[src/rtl/vend_sequencer.sv]
// Back-end sequencer for the vending machine: runs the dispense motor for the sold item,
// then pays change as dime and nickel strobes (dimes first). Owns the sticky motor fault.
module vend_sequencer #(
    parameter int unsigned MOTOR_TIMEOUT = 1000,
    parameter int unsigned PULSE_LEN     = 4,
    parameter int unsigned GAP_LEN       = 4,
    parameter int unsigned CNT_W         = 10
) (
    input  logic       clk,
    input  logic       reset,
    input  logic       vend_req,
    input  logic [3:0] vend_item,
    input  logic [7:0] vend_change,
    input  logic       motor_done,
    input  logic       fault_clr,
    output logic [3:0] motor_en,
    output logic       dime_pulse,
    output logic       nickel_pulse,
    output logic       vend_busy,
    output logic       vend_done,
    output logic       req_err,
    output logic       fault
);

    typedef enum logic [2:0] {
        StIdle, StMotor, StDimeHi, StDimeLo, StNickHi, StNickLo, StDone
    } state_e;

    localparam logic [CNT_W-1:0] MotorLast = CNT_W'(MOTOR_TIMEOUT - 1);
    localparam logic [CNT_W-1:0] PulseLast = CNT_W'(PULSE_LEN - 1);
    localparam logic [CNT_W-1:0] GapLast   = CNT_W'(GAP_LEN - 1);

    state_e           state_q;
    logic [CNT_W-1:0] timer_q;
    logic [1:0]       dime_cnt_q;
    logic             nick_cnt_q;

    logic   item_ok;
    logic   change_ok;
    logic   req_ok;
    state_e pay_state;

    // First payout step given the coins still owed.
    function automatic state_e payout_next(input logic [1:0] dimes, input logic nicks);
        state_e nxt;
        if (dimes != 2'd0) begin
            nxt = StDimeHi;
        end else if (nicks) begin
            nxt = StNickHi;
        end else begin
            nxt = StDone;
        end
        return nxt;
    endfunction

    always_comb begin
        item_ok   = vend_item inside {4'b0001, 4'b0010, 4'b0100, 4'b1000};
        change_ok = vend_change inside {8'h00, 8'h05, 8'h10, 8'h15, 8'h20};
        req_ok    = item_ok && change_ok && !fault;
        // The dime count is decremented on leaving the gap, so look one coin ahead there.
        case (state_q)
            StDimeLo: pay_state = payout_next(dime_cnt_q - 2'd1, nick_cnt_q);
            StNickLo: pay_state = StDone;
            default:  pay_state = payout_next(dime_cnt_q, nick_cnt_q);
        endcase
    end

    always_ff @(posedge clk or negedge reset) begin
        if (!reset) begin
            state_q      <= StIdle;
            timer_q      <= '0;
            dime_cnt_q   <= '0;
            nick_cnt_q   <= 1'b0;
            motor_en     <= '0;
            dime_pulse   <= 1'b0;
            nickel_pulse <= 1'b0;
            vend_busy    <= 1'b0;
            vend_done    <= 1'b0;
            req_err      <= 1'b0;
            fault        <= 1'b0;
        end else begin
            vend_done <= 1'b0;
            req_err   <= 1'b0;
            // A timeout set later in this block overrides a coincident clear.
            if (fault_clr) begin
                fault <= 1'b0;
            end
            case (state_q)
                StIdle: begin
                    if (vend_req) begin
                        if (req_ok) begin
                            motor_en   <= vend_item;
                            dime_cnt_q <= vend_change[5:4];
                            nick_cnt_q <= (vend_change[3:0] == 4'h5);
                            timer_q    <= '0;
                            vend_busy  <= 1'b1;
                            state_q    <= StMotor;
                        end else begin
                            req_err <= 1'b1;
                        end
                    end
                end
                StMotor: begin
                    if (motor_done || (timer_q == MotorLast)) begin
                        if (!motor_done) begin
                            fault <= 1'b1;
                        end
                        motor_en     <= '0;
                        timer_q      <= '0;
                        state_q      <= pay_state;
                        dime_pulse   <= (pay_state == StDimeHi);
                        nickel_pulse <= (pay_state == StNickHi);
                        vend_done    <= (pay_state == StDone);
                    end else begin
                        timer_q <= timer_q + 1'b1;
                    end
                end
                StDimeHi: begin
                    if (timer_q == PulseLast) begin
                        dime_pulse <= 1'b0;
                        timer_q    <= '0;
                        state_q    <= StDimeLo;
                    end else begin
                        timer_q <= timer_q + 1'b1;
                    end
                end
                StDimeLo: begin
                    if (timer_q == GapLast) begin
                        dime_cnt_q   <= dime_cnt_q - 2'd1;
                        timer_q      <= '0;
                        state_q      <= pay_state;
                        dime_pulse   <= (pay_state == StDimeHi);
                        nickel_pulse <= (pay_state == StNickHi);
                        vend_done    <= (pay_state == StDone);
                    end else begin
                        timer_q <= timer_q + 1'b1;
                    end
                end
                StNickHi: begin
                    if (timer_q == PulseLast) begin
                        nickel_pulse <= 1'b0;
                        timer_q      <= '0;
                        state_q      <= StNickLo;
                    end else begin
                        timer_q <= timer_q + 1'b1;
                    end
                end
                StNickLo: begin
                    if (timer_q == GapLast) begin
                        nick_cnt_q <= 1'b0;
                        timer_q    <= '0;
                        state_q    <= pay_state;
                        vend_done  <= 1'b1;
                    end else begin
                        timer_q <= timer_q + 1'b1;
                    end
                end
                StDone: begin
                    vend_busy <= 1'b0;
                    state_q   <= StIdle;
                end
                default: begin
                    state_q <= StIdle;
                end
            endcase
        end
    end

endmodule

[config.mk]
export PLATFORM = sky130hd
export DESIGN_NAME = vend_sequencer
export DESIGN_NICKNAME = d
export VERILOG_FILES = /design/src/rtl/vend_sequencer.sv
export SDC_FILE = /design/constraint.sdc
export NUM_CORES = 1
export LEC_CHECK = 0
export ABC_AREA = 1
export CORE_ASPECT_RATIO = 1.75
export CORE_UTILIZATION = 39
export CTS_CLUSTER_SIZE = 20
export DETAILED_ROUTE_END_ITERATION = 10
export DONT_BUFFER_PORTS = 1
export SLEW_MARGIN = 0
export SYNTH_ARGS = -nofsm -noshare
export SYNTH_HDL_FRONTEND = slang
export SYNTH_SLANG_ARGS = --single-unit
[constraint.sdc]
create_clock -name clk -period 2.7 [get_ports clk]
set_input_delay 0.135 -clock clk [delete_from_list [all_inputs] [get_ports clk]]
set_output_delay 0.135 -clock clk [all_outputs]
set_load 0.01 [all_outputs]
==> results.md, run 1 <==
- Outcome: complete, no violations
- CTS tree: yes
- Nets: 298
- Post-Synthesis Cells: 267
- Area of the multi-input gates: 0.001069 sq mm
- Register area: 650.6 sq um
- Drt first pass iters: 4
- Slew margin rel.: 71.09%
- Worst Setup Start Kind: flop
- Syn. warnings: 0
- # IOs: 27
- Critical path class: flop to flop
- Fin crit share: 70.24%
- RePlAce Congestion: 0.8943
- Post-Syn Area: 0.001892 sq mm
- Grt total ovfl: 0
- Hold WC Path Type: input port to flop
- Worst path top cell family by delay: buffers and inverters
- HPWL Detailed: 3362 um
- CP max stage delay: 0.57 ns
- TNS Setup: 0 ns
- Max_cap viols: 0
- PostCTS Resize Cnt: 0
- FF-to-FF Start: timer_q[0]
- Root Buffer: clkbuf_8
- Worst EP required: 2.92 ns
- Critical Path, Cell by Cell: ha_1 > nand2_2 > nor2_1 > nand3_2 > o32ai_1 > dlygate4sd3_1
- Critical path startpoint: timer_q[0]
- H-tree Lvls: 1
- First-pass GRT wire length: 7189 um
- Horiz. Die Dim: 54.65 um
- Worst IR drop on VDD: 0.0003509 V
- Mapped Nets: 289
- Final hold viol count: 0
- ANT nets after route: 0
- Layout cells sized above 1: 12.36%
- Fillers: 488
- Reg clk slew, reported paths: 0.10 ns
- Initial Utilization: 40.55%
- Vias in the first global route: 1666
- Detailed-route via count: 1694
- Clk sinks: 26
- WL final: 4289 um
- Crit path capture type: flop
- Critical path peak fanout: 4
- Port Buffers: 0
- Antenna diodes: 0
- Pin count of the biggest net entering global routing: 27
- Worst hold start: vend_change[3]
- #FFs+latches synth: 26
- Clk_lat worst skew: 0.28 ns
- Number of CTS-inserted buffers: 3
- Pwr Total: 1.806 mW
- Highest Clock Rate: 0.5273 GHz
- Die height: 94.14 um
- # DRC: 0
- Sequential area share after synthesis: 34.39%
- Routed len/inst: 13.12 um
- Final setup viols: 0
- Via density: 5.180
- Max clock buf depth: 2
- Initial antenna violation count: 0
- Die Area: 0.005144 sq mm
- Row count: 33
- Slew Limit Fails: 0
- Leakage: 1.070 nW
- Netlist cell types: 29
- Async SR Flop Fraction: 100.0%
- Crit path time final: 1.896 ns
- Slowest CP cell: dlygate4sd3_1
- RSZ-0062 raised after global routing: no
- Number of post-CTS setup repair buffers: 0
- Worst Path Arrival: 2.11 ns
- GRT Overall Usage: 19.20%
- Core Area: 0.004666 sq mm
- Clk_skew: 0.008331 ns
- First-iteration detailed-routing DRC count: 44
- WP buf/inv: 1
- Synthesized area per cell: 7.085 sq um
- Synth Flop Type: dfrtp_1
- Power Density: 870.9 mW/mm^2
- Slew @ Worst Pin: 0.4331 ns
- Synthesis-to-finish area growth: 9.590%
- Number of flops mapped to enable cells by yosys: 0
## through the flow
stage               std cells  area, sq um  worst slack [ns]  utilization (%)  hold slack (ns)
finish                    327         2073            0.8036            44.44          0.04826
global placement          315         1912            0.9324            40.98          -0.1593
CTS                       327         2073            0.8090            44.44          0.04404
global route              327         2073            0.6723            44.44          0.04496
detailed placement        315         1912            0.9113            40.98          -0.1595
floorplan                 267         1892             1.286                -          -0.1606
## placed cells by master, fill, tap and decap left out, types with 2 or more instances in the layout
cell,n
a21oi_1,4
clkbuf_8,3
dfrtp_1,26
dlygate4sd3_1,7
ha_1,5
inv_1,31
inv_2,3
nand2_1,88
nand2_2,3
nand2_4,2
nand3_1,29
nand3_2,4
nand3_4,2
nand3b_1,3
nand4_1,5
nor2_1,23
nor2_2,4
nor2_4,2
o21ai_0,7
o21ai_1,7
o21ai_2,6
## kinds of logic (layout without fill, tap and decap cells)
| group | after synthesis | after routing | share of synthesized area, % |
|---|---|---|---|
| AND/OR/NAND/NOR | 169 | 169 | 43.45 |
| XOR/XNOR | 1 | 1 | 0.4630 |
| buffers and inverters | 38 | 46 | 9.127 |
| flip-flops | 26 | 26 | 34.39 |
| adder cells (fa/ha/maj) | 5 | 5 | 3.307 |
| AO/OA/AOI/OAI | 28 | 28 | 9.259 |
## power by group
group,switching [mW],internal [mW],leakage [nW]
registers,0.133,0.488,0.345
logic,0.571,0.281,0.689
clock network,0.134,0.199,0.0357
total,0.838,0.967,1.07
## repair_timing
action / CTS / global route
endpoints found under the hold margin: 31 / 0
hold buffers: 8 / 0
setup endpoints to repair: 0 / 0
## flip-flops by register name (all words and copies together), names as in the netlist, 2 cells and up
register,count
dime_cnt_q,2
motor_en,4
timer_q,10
state_q,3
## worst paths after layout
kind,to,slack (ns),depth (start not counted)
worst max-delay path,fault,0.80,6
worst min-delay path,nick_cnt_q,0.05,3
worst max register to register,fault,0.80,6
worst min register to register,dime_cnt_q[1],0.48,2
max in group asynchronous,dime_pulse,2.26,2
min in group asynchronous,timer_q[5],0.29,2
## worst register-to-register path, cell delays in order, from the launching register on
cell,delay [ns]
dfrtp_1,0.42
ha_1,0.22
nand2_2,0.09
nor2_1,0.12
nand3_2,0.16
o32ai_1,0.24
dlygate4sd3_1,0.57
## Yosys cell counts (2+ instances only)
master | number | share of area (%)
o21ai_0 | 7 | 1.9
buf_6 | 4 | 2.4
nand3_2 | 4 | 2.1
nand3_4 | 2 | 1.9
nor2_2 | 4 | 1.3
inv_1 | 31 | 6.2
nand3b_1 | 3 | 1.2
nor2_1 | 23 | 4.6
o21ai_1 | 7 | 1.9
nand2_2 | 3 | 0.99
nand3_1 | 29 | 7.7
nand2_4 | 2 | 1.2
ha_1 | 5 | 3.3
a21oi_1 | 4 | 1.1
nand4_1 | 5 | 1.7
dfrtp_1 | 26 | 34
nand2_1 | 88 | 17
o21ai_2 | 6 | 2.8
inv_2 | 3 | 0.60
nor2_4 | 2 | 1.2
## final cells by class
| type | count | share of cell area (%) |
|---|---|---|
| clock buffers | 3 | 1.992 |
| clock inverters | 1 | 1.448 |
| inverters | 34 | 6.156 |
| multi-input cells | 203 | 51.54 |
| flip-flops and latches | 26 | 31.38 |
| well taps | 52 | 3.138 |
| repair buffers | 8 | 4.345 |
## metal layers
layer | global-route usage [%] | vias to the layer above | share of wire, %
met4 | 11.97 | 0 | 4.5
met2 | 34.14 | 42 | 54
li1 | - | 870 | -
met5 | 0 | - | 0
met1 | 19.46 | 766 | 38
met3 | 2.589 | 16 | 2.9
No activity file was read; power rests on OpenSTA's default activity.
==> inputs of run 2 (changes only) <==
clock period = 1.9 ns   (was 2.7 ns; I/O delays follow)
==> run 2 against run 1 <==
Routed wire length up 6.8%. Die area unchanged. Final area up 2.8%. Largest cell class unchanged.
==> results.md, run 2 (synthesis results as in run 1) <==
- Antenna diodes: 0 (unchanged)
- Drt first pass iters: 4 (unchanged)
- Max clock buf depth: 2 (unchanged)
- Clk_skew: 0.004100 ns (-0.004232 ns)
- Die Area: 0.005144 sq mm (unchanged)
- Power Density: 1240 mW/mm^2 (+42%)
- HPWL Detailed: 3553 um (+5.7%)
- Initial antenna violation count: 0 (unchanged)
- Dpl ws: 0.2892 ns (-0.6221 ns)
- Most flops, register: timer_q
- Slowest CP cell: dlygate4sd3_1
- Via density: 5.254 (+1.4%)
- Hold Path End: nick_cnt_q
- Switching part of the total: 46.04% (-0.39 points)
- Worst path top cell family by delay: buffers and inverters
- Most frequent cells in the layout: nand2_1, inv_1, nand3_1
- Detailed-route via count: 1755 (+3.6%)
- Critical path peak fanout: 4 (unchanged)
- Critical Path, Cell by Cell: ha_1 > nand2_2 > nor2_1 > nand3_2 > o32ai_1 > dlygate4sd3_1
- Port Buffers: 0 (unchanged)
- Worst EP required: 2.12 ns (-0.80 ns)
- Outcome: complete, no violations
- Slew Limit Fails: 0 (unchanged)
- ANT nets after route: 0 (unchanged)
- Hold depth: 4 (+1)
- Register area: 650.6 sq um (unchanged)
- Number of CTS-inserted buffers: 3 (unchanged)
- Crit path time final: 1.817 ns (-0.07969 ns)
- Fin crit share: 95.62% (+25 points)
- Routed len/inst: 13.71 um (+4.5%)
- Final setup viols: 0 (unchanged)
- Fillers: 498 (+2.0%)
- Initial Utilization: 40.55% (unchanged)
- Combinational Power Share: 49.6% (+2.4 points)
- RePlAce Congestion: 0.9235 (+3.3%)
- H-tree Lvls: 1 (unchanged)
- Vias in the first global route: 1756 (+5.4%)
- Net Switching: 1.217 mW (+45%)
- Worst Setup Start Kind: flop
- FF-to-FF Start: timer_q[0]
- Nets: 305 (+2.3%)
- Final hold viol count: 0 (unchanged)
- Pin count of the biggest net entering global routing: 27 (unchanged)
- Critical path class: flop to flop
- Pint: 1.426 mW (+47%)
- R2r worst-path depth: 6 (unchanged)
- Reg clk slew, reported paths: 0.10 ns (about the same)
- GRT Overall Usage: 20.44% (+1.2 points)
- Highest Clock Rate: 0.5505 GHz (+4.4%)
- Clk_lat worst skew: 0.28 ns (about the same)
- Worst Path Arrival: 2.04 ns (-0.07 ns)
- First-pass GRT wire length: 7548 um (+5.0%)
- Clk sinks: 26 (unchanged)
- WL final: 4579 um (+6.8%)
- Worst hold start: vend_change[0]
- RSZ-0062 raised after global routing: no
- Sequential power share: 32.2% (-2.2 points)
- # IOs: 27 (unchanged)
- Layout cells sized above 1: 13.83% (+1.5 points)
- Root Buffer: clkbuf_8
- RR Endpoint: fault
- Largest register FFs: 10 (unchanged)
- Worst IR drop on VDD: 0.0005789 V (+65%)
- CP max stage delay: 0.59 ns (+0.02 ns)
- Grt total ovfl: 0 (unchanged)
- Commonest non-fill, non-tap cell in the layout: nand2_1
- CTS tree: yes
- Die height: 94.14 um (unchanged)
- Core Area: 0.004666 sq mm (unchanged)
- Area of the multi-input gates: 0.001069 sq mm (unchanged)
- Crit path capture type: flop
- Reg-to-reg setup timing slack: 0.08 ns (-0.72 ns)
- Horiz. Die Dim: 54.65 um (unchanged)
- First-iteration detailed-routing DRC count: 34 (-23%)
- TNS Setup: 0 ns (unchanged)
- # DRC: 0 (unchanged)
- Row count: 33 (unchanged)
- Leakage: 1.104 nW (+3.2%)
- Regs by FF count: timer_q: 10 flops, motor_en: 4 flops, state_q: 3 flops
- WP buf/inv: 1 (unchanged)
- Slew @ Worst Pin: 0.3188 ns (-0.1143 ns)
- Max_cap viols: 0 (unchanged)
- Clock Power Share: 18.2% (-0.2 points)
- Hold WC Path Type: input port to flop
- Slew margin rel.: 78.74% (+7.7 points)
- Synthesis-to-finish area growth: 12.63%
- Final WS setup: 0.08331 ns (-0.7203 ns)
[run 2: power groups by stage]
stage | logic, mW | registers [mW] | clock network [mW]
2_1_floorplan | 1.09 | 0.825 | 0
3_3_place_gp | 1.27 | 0.866 | 0
3_5_place_dp | 1.27 | 0.863 | 0
4_1_cts | 1.31 | 0.854 | 0.495
5_1_grt | 1.48 | 0.872 | 0.518
6_report | 1.31 | 0.851 | 0.481
[run 2: final cells by class]
class,instances,area share [%]
repair buffers,15,6.929
clock buffers,3,1.938
flip-flops and latches,26,30.53
well taps,52,3.053
clock inverters,1,1.409
multi-input cells,203,50.15
inverters,34,5.989
[run 2: what timing repair did]
item / 4_1_cts / 5_1_grt
endpoints found under the hold margin: 32 / 0
hold buffers: 10 / 0
endpoints found under the setup margin: 0 / 1
gates resized for setup: 0 / 0
buffers inserted: 0 / 2
[run 2: tightest hold or removal path: cells and delay by family]
| kind | cells | cell delay, ns |
|---|---|---|
| AO/OA/AOI/OAI | 1 | 0.06 |
| AND/OR/NAND/NOR | 2 | 0.10 |
| buffers and inverters | 1 | 0.04 |
[run 2: metrics by stage]
stage	instances	hold slack [ns]	utilization, %	cell area [sq um]	total power [mW]
2_1_floorplan	267	-0.2006	-	1892	1.917
3_3_place_gp	318	-0.1998	41.46	1934	2.136
3_5_place_dp	318	-0.1998	41.46	1934	2.137
4_1_cts	332	0.04940	45.35	2116	2.660
5_1_grt	334	0.08099	45.67	2131	2.871
6_report	334	0.06017	45.67	2131	2.643
[run 2: routing by layer]
| metal | global-route usage (%) | wire length, um |
|---|---|---|
| met1 | 20.28 | 1647 |
| met2 | 38.05 | 2641 |
| met3 | 1.780 | 131 |
| met4 | 11.32 | 159 |
| met5 | 0 | 0 |
[run 2: worst max path at each step]
stage	from	to	cells after the start
4_1_cts	timer_q[0]	fault	6
5_1_grt	timer_q[0]	fault	6
6_report	timer_q[0]	fault	6
2_1_floorplan	state_q[2]	timer_q[5]	8
3_5_place_dp	timer_q[0]	dime_cnt_q[0]	9
3_3_place_gp	state_q[1]	timer_q[0]	8
